$ cat src/rtl/uart_receive_pkg.sv
// Shared definitions for the UART receive path:
// receive FSM states plus oversampling and FIFO sizing constants.
package uart_receive_pkg;

   localparam int OVERSAMPLE = 16;
   localparam int DEPTH      = 8;
   localparam int AW         = $clog2(DEPTH);
   localparam int CW         = AW + 1;

   // Sample-counter values: mid start bit and last tick of a bit.
   localparam logic [3:0] SMID  = 4'(OVERSAMPLE / 2 - 1);
   localparam logic [3:0] SLAST = 4'(OVERSAMPLE - 1);

   typedef enum logic [1:0] {
      IDLE,
      START,
      DATA,
      STOP
   } rx_state_e;

endpackage

$ cat src/rtl/uart_receive_rx_fifo.sv
// Synchronous show-ahead receive FIFO of DEPTH bytes.
// Ports: clk_i, rst_ni, push_i/wdata_i, pop_i, rdata_o (head, 0 when empty),
//        count_o, full_o, empty_o.
module rx_fifo
   import uart_receive_pkg::*;
(
   input  logic          clk_i,
   input  logic          rst_ni,
   input  logic          push_i,
   input  logic [7:0]    wdata_i,
   input  logic          pop_i,
   output logic [7:0]    rdata_o,
   output logic [CW-1:0] count_o,
   output logic          full_o,
   output logic          empty_o
);

   logic [7:0]    mem_q [DEPTH];
   logic [AW-1:0] wptr_q, wptr_d;
   logic [AW-1:0] rptr_q, rptr_d;
   logic [CW-1:0] cnt_q, cnt_d;
   logic          do_push, do_pop;

   assign full_o  = (cnt_q == CW'(DEPTH));
   assign empty_o = (cnt_q == '0);
   assign count_o = cnt_q;
   assign rdata_o = empty_o ? 8'h00 : mem_q[rptr_q];

   // A pop frees the slot, so a full FIFO still accepts a same-cycle push.
   assign do_pop  = pop_i && !empty_o;
   assign do_push = push_i && (!full_o || do_pop);

   always_comb begin
      wptr_d = wptr_q + AW'(do_push);
      rptr_d = rptr_q + AW'(do_pop);
      cnt_d  = cnt_q + CW'(do_push) - CW'(do_pop);
   end

   always_ff @(posedge clk_i) begin
      if (do_push) mem_q[wptr_q] <= wdata_i;
   end

   always_ff @(posedge clk_i or negedge rst_ni) begin
      if (!rst_ni) begin
         wptr_q <= '0;
         rptr_q <= '0;
         cnt_q  <= '0;
      end else begin
         wptr_q <= wptr_d;
         rptr_q <= rptr_d;
         cnt_q  <= cnt_d;
      end
   end

endmodule

$ cat src/rtl/uart_receive.sv
// UART receive path: RX synchroniser, baud divider, 8N1 receive FSM, RX FIFO.
// Ports: CLK, NRST, EN, BAUDDIV, RX, RD, CLRERR in;
//        RDATA, RXNE, RXFULL, COUNT, FERR, OVR out.
module uart_receive
   import uart_receive_pkg::*;
(
   input  logic       CLK,
   input  logic       NRST,
   input  logic       EN,
   input  logic [7:0] BAUDDIV,
   input  logic       RX,
   input  logic       RD,
   input  logic       CLRERR,
   output logic [7:0] RDATA,
   output logic       RXNE,
   output logic       RXFULL,
   output logic [3:0] COUNT,
   output logic       FERR,
   output logic       OVR
);

   logic       rx_m_q, rx_s_q;
   logic [7:0] div_q, div_d;
   logic       tick;
   rx_state_e  state_q, state_d;
   logic [3:0] scnt_q, scnt_d;
   logic [2:0] bidx_q, bidx_d;
   logic [7:0] sh_q, sh_d;
   logic       push, ferr_set, ovr_set;
   logic       ferr_d, ovr_d;
   logic       empty;

   // >= keeps ticking sane if BAUDDIV is lowered below the running count.
   assign tick  = EN && (div_q >= BAUDDIV);
   assign div_d = (!EN || tick) ? 8'd0 : div_q + 8'd1;

   always_comb begin
      state_d  = state_q;
      scnt_d   = scnt_q;
      bidx_d   = bidx_q;
      sh_d     = sh_q;
      push     = 1'b0;
      ferr_set = 1'b0;
      if (!EN) begin
         state_d = IDLE;
         scnt_d  = '0;
         bidx_d  = '0;
      end else if (tick) begin
         unique case (state_q)
            IDLE: begin
               if (!rx_s_q) begin
                  state_d = START;
                  scnt_d  = '0;
               end
            end
            START: begin
               if (scnt_q == SMID) begin
                  scnt_d  = '0;
                  bidx_d  = '0;
                  state_d = rx_s_q ? IDLE : DATA;
               end else begin
                  scnt_d = scnt_q + 4'd1;
               end
            end
            DATA: begin
               if (scnt_q == SLAST) begin
                  scnt_d = '0;
                  sh_d   = {rx_s_q, sh_q[7:1]};
                  bidx_d = bidx_q + 3'd1;
                  if (bidx_q == 3'd7) state_d = STOP;
               end else begin
                  scnt_d = scnt_q + 4'd1;
               end
            end
            STOP: begin
               if (scnt_q == SLAST) begin
                  push     = rx_s_q;
                  ferr_set = !rx_s_q;
                  scnt_d   = '0;
                  state_d  = IDLE;
               end else begin
                  scnt_d = scnt_q + 4'd1;
               end
            end
            default: state_d = IDLE;
         endcase
      end
   end

   // A same-cycle read makes room, so only an unrelieved full FIFO overruns.
   assign ovr_set = push && RXFULL && !RD;
   assign ferr_d  = ferr_set || (FERR && !CLRERR);
   assign ovr_d   = ovr_set || (OVR && !CLRERR);

   always_ff @(posedge CLK or negedge NRST) begin
      if (!NRST) begin
         rx_m_q  <= 1'b1;
         rx_s_q  <= 1'b1;
         div_q   <= '0;
         state_q <= IDLE;
         scnt_q  <= '0;
         bidx_q  <= '0;
         sh_q    <= '0;
         FERR    <= 1'b0;
         OVR     <= 1'b0;
      end else begin
         rx_m_q  <= RX;
         rx_s_q  <= rx_m_q;
         div_q   <= div_d;
         state_q <= state_d;
         scnt_q  <= scnt_d;
         bidx_q  <= bidx_d;
         sh_q    <= sh_d;
         FERR    <= ferr_d;
         OVR     <= ovr_d;
      end
   end

   rx_fifo u_fifo (
      .clk_i   (CLK),
      .rst_ni  (NRST),
      .push_i  (push),
      .wdata_i (sh_q),
      .pop_i   (RD),
      .rdata_o (RDATA),
      .count_o (COUNT),
      .full_o  (RXFULL),
      .empty_o (empty)
   );

   assign RXNE = !empty;

endmodule

$ cat config.mk
export PLATFORM = sky130hd
export DESIGN_NAME = uart_receive
export DESIGN_NICKNAME = d
export VERILOG_FILES = /design/src/rtl/uart_receive_pkg.sv /design/src/rtl/uart_receive_rx_fifo.sv /design/src/rtl/uart_receive.sv
export SDC_FILE = /design/constraint.sdc
export NUM_CORES = 1
export LEC_CHECK = 0
export CAP_MARGIN = 20
export CELL_PAD_IN_SITES_DETAIL_PLACEMENT = 0
export CELL_PAD_IN_SITES_GLOBAL_PLACEMENT = 2
export CORE_ASPECT_RATIO = 0.8
export CORE_MARGIN = 2
export CORE_UTILIZATION = 46
export DETAILED_ROUTE_END_ITERATION = 8
export DONT_BUFFER_PORTS = 1
export PLACE_DENSITY = 0.87
export SLEW_MARGIN = 15
export SYNTH_ARGS = -nofsm -noshare
export SYNTH_HDL_FRONTEND = slang
export SYNTH_SLANG_ARGS = --single-unit
$ cat constraint.sdc
create_clock -name CLK -period 3.3 [get_ports CLK]
set_input_delay 0.33 -clock CLK [delete_from_list [all_inputs] [get_ports CLK]]
set_output_delay 0.33 -clock CLK [all_outputs]
set_load 0.005 [all_outputs]
==> impl_results.md, run 1 <==
* Status: complete, no violations
* Total Routing Usage GR at approximately 16%
* Initial core utilization at 47.72%
* Setup Viol. Count Final at 0
* Final nets at between 300 and 400
* Critical Path RT at 3.53 ns
* Post-synth EDFFs at 64
* Main area contributors after synthesis: edfxtp_1 (41%), dfrtp_1 (20%), mux4_2 (7.7%)
* Total gr overflow at 0
* Non-filler cells, final at about 470
* FFs w/ async S/R, synth at 37.86%
* Max Clk Rate at just under 0.4 GHz
* Number of max-cap violations at 0
* Post-route ant nets at 0
* Die height at 94.04 um
* Tightest Hold Check Type: input port to register
* CTS clock-pin slew for the worst setup and hold paths at 0.07 ns
* Core Rows at 32
* Worst hold path startpoint: CLRERR
* Syn_area_per_cell at 14.89 um2
* YS warnings at 0
* Top-area cell type share of the netlist area at about two fifths
* Crit Path Max Fanout at 5
* CTS H-tree depth at 3
* Final setup TNS at 0 ns
* Count leader, synth: edfxtp_1
* Power Density at about 560 mW/mm2
* CTS Buffer Depth at 2
* Pre-antenna DRT Iters at 4
* Boundary pin count at 30
* Layout cells sized above 1 at 19.94%
* Worst Tran Pin Value at 0.7548 ns
* Critical path class: register to register
* Initial antenna violation count at 0
* Dpl hpwl at 5472 um
* Worst skew pair latency at 0.35 ns
* Final hold violation count at 0
* Worst Hold Path Cells at 1
* CTS Sinks at just over 100
* Final RePlAce weighted congestion at 0.7858
* Die W at 116.6 um
* Most instantiated cells after synthesis: edfxtp_1 (64), dfrtp_1 (37), nor2_1 (26)
* Layout Area Growth over Synthesis at 10.87%
* Setup Skew at 0.01111 ns
* Placed insts at ~450
* Synthesized Nets at 350
* WL final at 7966 um
* Synth area leader: edfxtp_1
* DRT iter0 DRCs at 221
* Final hold slack at ~0.064 ns
* RSZ-0062 raised after global routing: no
* Die area at 0.01096 mm2
* Vias per cell at 5.272
* Core Footprint at 0.009769 mm2
* RR Startpoint: div_q[2]$_DFF_PN0_
* Worst slew margin at 49.68%
* Distinct cells, synth at between 50 and 60
* Cells after Synth at 313
* R2r setup slk at around 0.74 ns
* Post-CTS Setup Bufs at 0
* CTS tree: done
* Via count at around 2500
* First-pass GRT wire length at 13130 um
* Post-route DRC at 0
* Sequential fraction of the synthesis area at 62.21%
* Root Buffer: clkbuf_16
* Inserted Diodes at 0
* Top FF cell, synth: edfxtp_1
* R2R cell count at 9
* Largest net degree at the start of global routing at 40
* CTS buffer count at 9
* Peak VDD IR at 0.2502 mV
* # port buffers at 0
* Critical path launch point type: register
* Vias in the first global route at 2536
* Max-slew violations at 0
* CP endpoint kind: register
* Register bit total from synthesis at 103
* Post-Syn Area at between 0.004 and 0.005 mm2
* Final cycle utilization of the critical path at 77.66%
* Worst Hold End: FERR$_DFF_PN0_
* Critical Path AT at 2.80 ns
* Reg-to-reg critical path endpoint: u_fifo.count_o[2]$_DFF_PN0_
* Tmin final at 2.563 ns
* Leakage at between 2 and 2.5 nW
* Drt wl/cell at 17.06 um
## critical path: stages, from the launching register on
cell and delay (ns):
dfrtp_1 0.42, ha_1 0.31, a21oi_1 0.19, a21oi_2 0.07, o21a_1 0.21, o21ai_1 0.32
nor3b_1 0.14, ha_1 0.25, fa_1 0.38, xor2_1 0.17
## cells by family (layout without fill, tap and decap cells)
| kind of cell | Yosys count | count (layout) | share of synthesized area, % |
|---|---|---|---|
| buffers and inverters | 32 | 50 | 2.925 |
| XOR/XNOR | 10 | 10 | 1.879 |
| AND/OR/NAND/NOR | 74 | 74 | 8.132 |
| adder cells (fa/ha/maj) | 23 | 23 | 6.334 |
| flip-flops | 103 | 103 | 62.21 |
| multiplexers | 35 | 35 | 12.18 |
| AO/OA/AOI/OAI | 36 | 36 | 6.334 |
## cells in the final DEF (no fill, tap or decap), types with 3 or more instances in the layout
cell type,synthesis,final
edfxtp_1,64,64
mux2i_1,8,8
a21oi_1,4,4
dfrtp_1,37,37
inv_1,21,21
buf_4,1,10
mux2_2,10,10
ha_1,22,22
inv_6,0,3
mux4_2,16,16
nor2_1,26,26
nor2b_1,7,7
nor3_1,3,3
xor2_1,8,8
nand2_1,6,6
and3_1,9,9
clkbuf_16,0,9
o21ai_0,5,5
nand3_1,7,7
## metrics by stage
step                      worst slack [ns]  area, um2  util [%]  total power [W]
after CTS                           0.7110       5169     52.91         0.002960
after global routing                0.5643       5169     52.91         0.003065
after global placement              0.7446       4850     49.64         0.001936
final                               0.7372       5169     52.91         0.002912
after floorplan                     0.5930       4662         -         0.001858
after detailed placement            0.7407       4850     49.64         0.001945
## registers in the layout, summed over array words and instances (netlist names), 3 cells and up
signal,cells
bidx_q,3
div_q,8
sh_q,8
u_fifo.count_o,4
u_fifo.mem_q,64
u_fifo.rptr_q,3
scnt_q,4
u_fifo.wptr_q,3
## worst max-delay path by stage
| stage | to | slack [ns] | cells past startpoint | from |
|---|---|---|---|---|
| after detailed placement | u_fifo.count_o[2]$_DFF_PN0_ | 0.74 | 9 | div_q[2]$_DFF_PN0_ |
| after global routing | u_fifo.count_o[1]$_DFF_PN0_ | 0.56 | 9 | div_q[0]$_DFF_PN0_ |
| after floorplan | u_fifo.mem_q[4][0]$_DFFE_PP_ | 0.59 | 7 | div_q[2]$_DFF_PN0_ |
| final | u_fifo.count_o[2]$_DFF_PN0_ | 0.74 | 9 | div_q[2]$_DFF_PN0_ |
| after CTS | u_fifo.count_o[2]$_DFF_PN0_ | 0.71 | 9 | div_q[2]$_DFF_PN0_ |
| after global placement | u_fifo.count_o[2]$_DFF_PN0_ | 0.74 | 9 | div_q[2]$_DFF_PN0_ |
## what timing repair did
action,CTS,global route
hold buffers,3,0
gates resized for setup,0,0
hold endpoints to repair,40,0
## cell type report
cell class              instances  area [um2]
multi-input cells             178        1625
clock inverters                 6       50.05
inverters                      21       78.83
repair buffers                 13       115.1
flip-flops and latches        103        2900
clock buffers                  10       229.0
fillers                       840        4601
well taps                     136       170.2
## routing by layer
metal	part of all wire, %	track usage (%)	routed length [um]	up-vias
met1	48	23.06	3784	1213
met4	1.1	4.706	85	0
li1	-	-	-	1191
met2	45	25.10	3598	53
met5	0	0	0	-
met3	6.3	4.774	498	5
## power breakdown
| group | total [W] | internal [W] | switching (W) | leakage [nW] |
|---|---|---|---|---|
| Combinational | 0.000405 | 0.000199 | 0.000206 | 0.851 |
| Sequential | 0.00151 | 0.00141 | 0.000104 | 1.26 |
| Clock | 0.000992 | 0.000524 | 0.000468 | 0.136 |
| Total | 0.00291 | 0.00213 | 0.000778 | 2.25 |
Note: power is estimated with default switching activity, not from simulation.
==> run 2, diff against run 1 <==
- ABC_AREA: default -> 1
- CORE_UTILIZATION: 46 -> 42
- clock period: 3.3 -> 2.5 ns (I/O delays scaled with it)
==> run 2 against run 1 <==
Combinational power rose to 2.9 times the previous value. Setup slack got worse by 0.53 ns. Die area rose by 9.9%. Critical path depth did not move. Synthesized cell count rose by 43%. Maximum frequency rose by 12%. Sequential power rose by 36%. Non-clock buffer count rose by 5. Critical endpoint unchanged. Largest cell class unchanged. Highest routed layer unchanged.
==> impl_results.md, run 2 <==
* FFs w/ async S/R, synth at 37.86% (unchanged)
* Worst skew pair latency at 0.34 ns (was 0.35 ns)
* Via count at 3030 (was 2462)
* Die height at 98.58 um (was 94.04 um)
* Max Clk Rate at 0.4359 GHz (was 0.3902 GHz)
* CTS buffer count at 9 (unchanged)
* Post-route ant nets at 0 (unchanged)
* Vias in the first global route at 3030 (was 2536)
* Boundary pin count at 30 (unchanged)
* CTS H-tree depth at 3 (unchanged)
* Core Rows at 34 (was 32)
* Post-Syn Area at 0.004696 mm2 (was 0.004662 mm2)
* Sequential fraction of the synthesis area at 61.76% (was 62.21%)
* Synthesized Nets at 486 (was 350)
* Fin util at 48.17% (was 52.91%)
* YS warnings at 0 (unchanged)
* Core Footprint at 0.01089 mm2 (was 0.009769 mm2)
* CTS Sinks at 103 (unchanged)
* Commonest non-fill, non-tap cell in the layout: nor2_1 (was edfxtp_1)
* Final setup TNS at 0 ns (unchanged)
* Post-synth EDFFs at 64 (unchanged)
* CP endpoint kind: register (unchanged)
* Power Density at 859.2 mW/mm2 (was 563.4 mW/mm2)
* First-pass GRT wire length at 15240 um (was 13130 um)
* Layout Area Growth over Synthesis at 11.72% (was 10.87%)
* RSZ-0062 raised after global routing: no (unchanged)
* Die area at 0.01205 mm2 (was 0.01096 mm2)
* Critical path launch point type: register (unchanged)
* Leakage at 2.189 nW (was 2.251 nW)
* Critical Path RT at 2.73 ns (was 3.53 ns)
* Status: complete, no violations (unchanged)
* Dpl hpwl at 6032 um (was 5472 um)
* Final hold slack at 0.08917 ns (was 0.06406 ns)
* Most instantiated cells after synthesis: nor2_1 (98), edfxtp_1 (64), nand2_1 (55) (was edfxtp_1 (64), dfrtp_1 (37), nor2_1 (26))
* Crit Path Max Fanout at 3 (was 5)
* Layout cells sized above 1 at 9.130% (was 19.94%)
* Pre-antenna DRT Iters at 5 (was 4)
* DRT iter0 DRCs at 184 (was 221)
* Synth area leader: edfxtp_1 (unchanged)
* Post-route DRC at 0 (unchanged)
* CTS Buffer Depth at 2 (unchanged)
* Drt wl/cell at 14.59 um (was 17.06 um)
* # port buffers at 0 (unchanged)
* Worst slew margin at 62.33% (was 49.68%)
* Max-slew violations at 0 (unchanged)
* Critical Path AT at 2.52 ns (was 2.80 ns)
* Biggest register: u_fifo.mem_q (unchanged)
* Cells after Synth at 449 (was 313)
* Number of max-cap violations at 0 (unchanged)
* Top FF cell, synth: edfxtp_1 (unchanged)
* Fillers at 1010 (was 840)
* Worst Tran Pin Value at 0.5650 ns (was 0.7548 ns)
* Final cycle utilization of the critical path at 91.76% (was 77.66%)
* Top-area cell type share of the netlist area at 40.93% (was 41.22%)
* Setup Viol. Count Final at 0 (unchanged)
* Top Registers: u_fifo.mem_q (64), div_q (8), sh_q (8) (unchanged)
* Tightest Hold Check Type: input port to register (unchanged)
* CTS clock-pin slew for the worst setup and hold paths at 0.07 ns (about the same)
* Initial antenna violation count at 0 (unchanged)
* Initial core utilization at 43.12% (was 47.72%)
* Setup Skew at 0.006226 ns (was 0.01111 ns)
* Final RePlAce weighted congestion at 0.7722 (was 0.7858)
* CTS tree: done (unchanged)
* Distinct cells, synth at 32 (was 55)
* Max reg flops at 64 (unchanged)
* Tmin final at 2.294 ns (was 2.563 ns)
* Count leader, synth: nor2_1 (was edfxtp_1)
* Inserted Diodes at 0 (unchanged)
* Vias per cell at 4.927 (was 5.272)
* Final nets at 503 (was 363)
* Largest net degree at the start of global routing at 40 (unchanged)
* WL final at 8972 um (was 7966 um)
* Register bit total from synthesis at 103 (unchanged)
* Die W at 122.2 um (was 116.6 um)
* Critical path class: register to register (unchanged)
* Peak VDD IR at 0.6288 mV (was 0.2502 mV)
* Final hold violation count at 0 (unchanged)
* Root Buffer: clkbuf_16 (unchanged)
* Total gr overflow at 0 (unchanged)
* Syn_area_per_cell at 10.46 um2 (was 14.89 um2)
* Most frequent cells in the layout: nor2_1 (98), edfxtp_1 (64), nand2_1 (55), o21ai_0 (48), inv_1 (46) (was edfxtp_1 (64), dfrtp_1 (37), nor2_1 (26), ha_1 (22), inv_1 (21))
* Total Routing Usage GR at 16.74% (was 16.43%)
* Main area contributors after synthesis: edfxtp_1 (41%), dfrtp_1 (20%), nor2_1 (7.8%) (was edfxtp_1 (41%), dfrtp_1 (20%), mux4_2 (7.7%))
-- run 2: through the flow --
| step | cells | power, W | cell area, um2 | setup WS (ns) |
|---|---|---|---|---|
| 5_1_grt | 615 | 0.004849 | 5246 | 0.008439 |
| 6_report | 615 | 0.004508 | 5246 | 0.2061 |
| 4_1_cts | 615 | 0.004574 | 5245 | 0.1766 |
| 3_3_place_gp | 595 | 0.003238 | 4921 | 0.2819 |
| 2_1_floorplan | 449 | 0.002955 | 4696 | 0.4098 |
| 3_5_place_dp | 595 | 0.003269 | 4921 | 0.2189 |
-- run 2: cell type report --
cell class | count | area, um2 | share of cell area (%)
multi-input cells | 287 | 1559 | 29.72
well taps | 144 | 180.2 | 3.434
clock buffers | 9 | 225.2 | 4.293
inverters | 47 | 176.4 | 3.363
clock inverters | 7 | 48.80 | 0.9301
repair buffers | 18 | 155.1 | 2.957
flip-flops and latches | 103 | 2902 | 55.31
-- run 2: kinds of logic (layout without fill, tap and decap cells) --
kind of cell | after synthesis | after routing | share of synthesized area [%]
simple gates | 188 | 188 | 17.37
flops | 103 | 103 | 61.76
compound gates | 69 | 69 | 8.234
buf+inv | 59 | 81 | 5.036
fa+ha+maj | 23 | 23 | 6.288
xor+xnor | 7 | 7 | 1.306
-- run 2: routing by layer --
metal,wire (um),track usage [%]
met1,4430,23.67
met2,3946,25.51
met4,113,5.040
met3,481,4.340
met5,0,0
-- run 2: final timing paths --
| check | depth (start not counted) | slack (ns) | end | startpoint |
|---|---|---|---|---|
| hold / removal | 2 | 0.09 | scnt_q[3]$_DFFE_PN0P_ | EN |
| hold reg to reg | 0 | 0.36 | rx_s_q$_DFF_PN1_ | rx_m_q$_DFF_PN1_ |
| min in group asynchronous | 2 | 0.36 | scnt_q[1]$_DFFE_PN0P_ | NRST |
| setup reg to reg | 9 | 0.21 | u_fifo.count_o[2]$_DFF_PN0_ | u_fifo.count_o[2]$_DFF_PN0_ |
| max in group asynchronous | 2 | 1.89 | rx_m_q$_DFF_PN1_ | NRST |
| setup / recovery | 9 | 0.21 | u_fifo.count_o[2]$_DFF_PN0_ | u_fifo.count_o[2]$_DFF_PN0_ |
-- run 2: power by group --
group / switching, W / leakage [nW] / internal (W)
registers: 0.000160 / 1.06 / 0.00190
logic: 0.000764 / 1.00 / 0.000418
clock network: 0.000596 / 0.125 / 0.000674
-- run 2: critical path: stages, from the launching register on --
cell and delay, ns:
dfrtp_1 0.40, inv_1 0.11, ha_1 0.14, nor3b_1 0.32, nor2_1 0.12, ha_1 0.30
inv_1 0.04, ha_1 0.20, fa_1 0.38, xor2_1 0.17
-- run 2: repair_timing --
| item | 4_1_cts | 5_1_grt |
|---|---|---|
| setup endpoints to repair | 0 | 2 |
| gates resized for setup | 0 | 1 |
| hold buffers | 4 | 0 |
| buffers inserted | 0 | 0 |
| hold endpoints to repair | 42 | 0 |
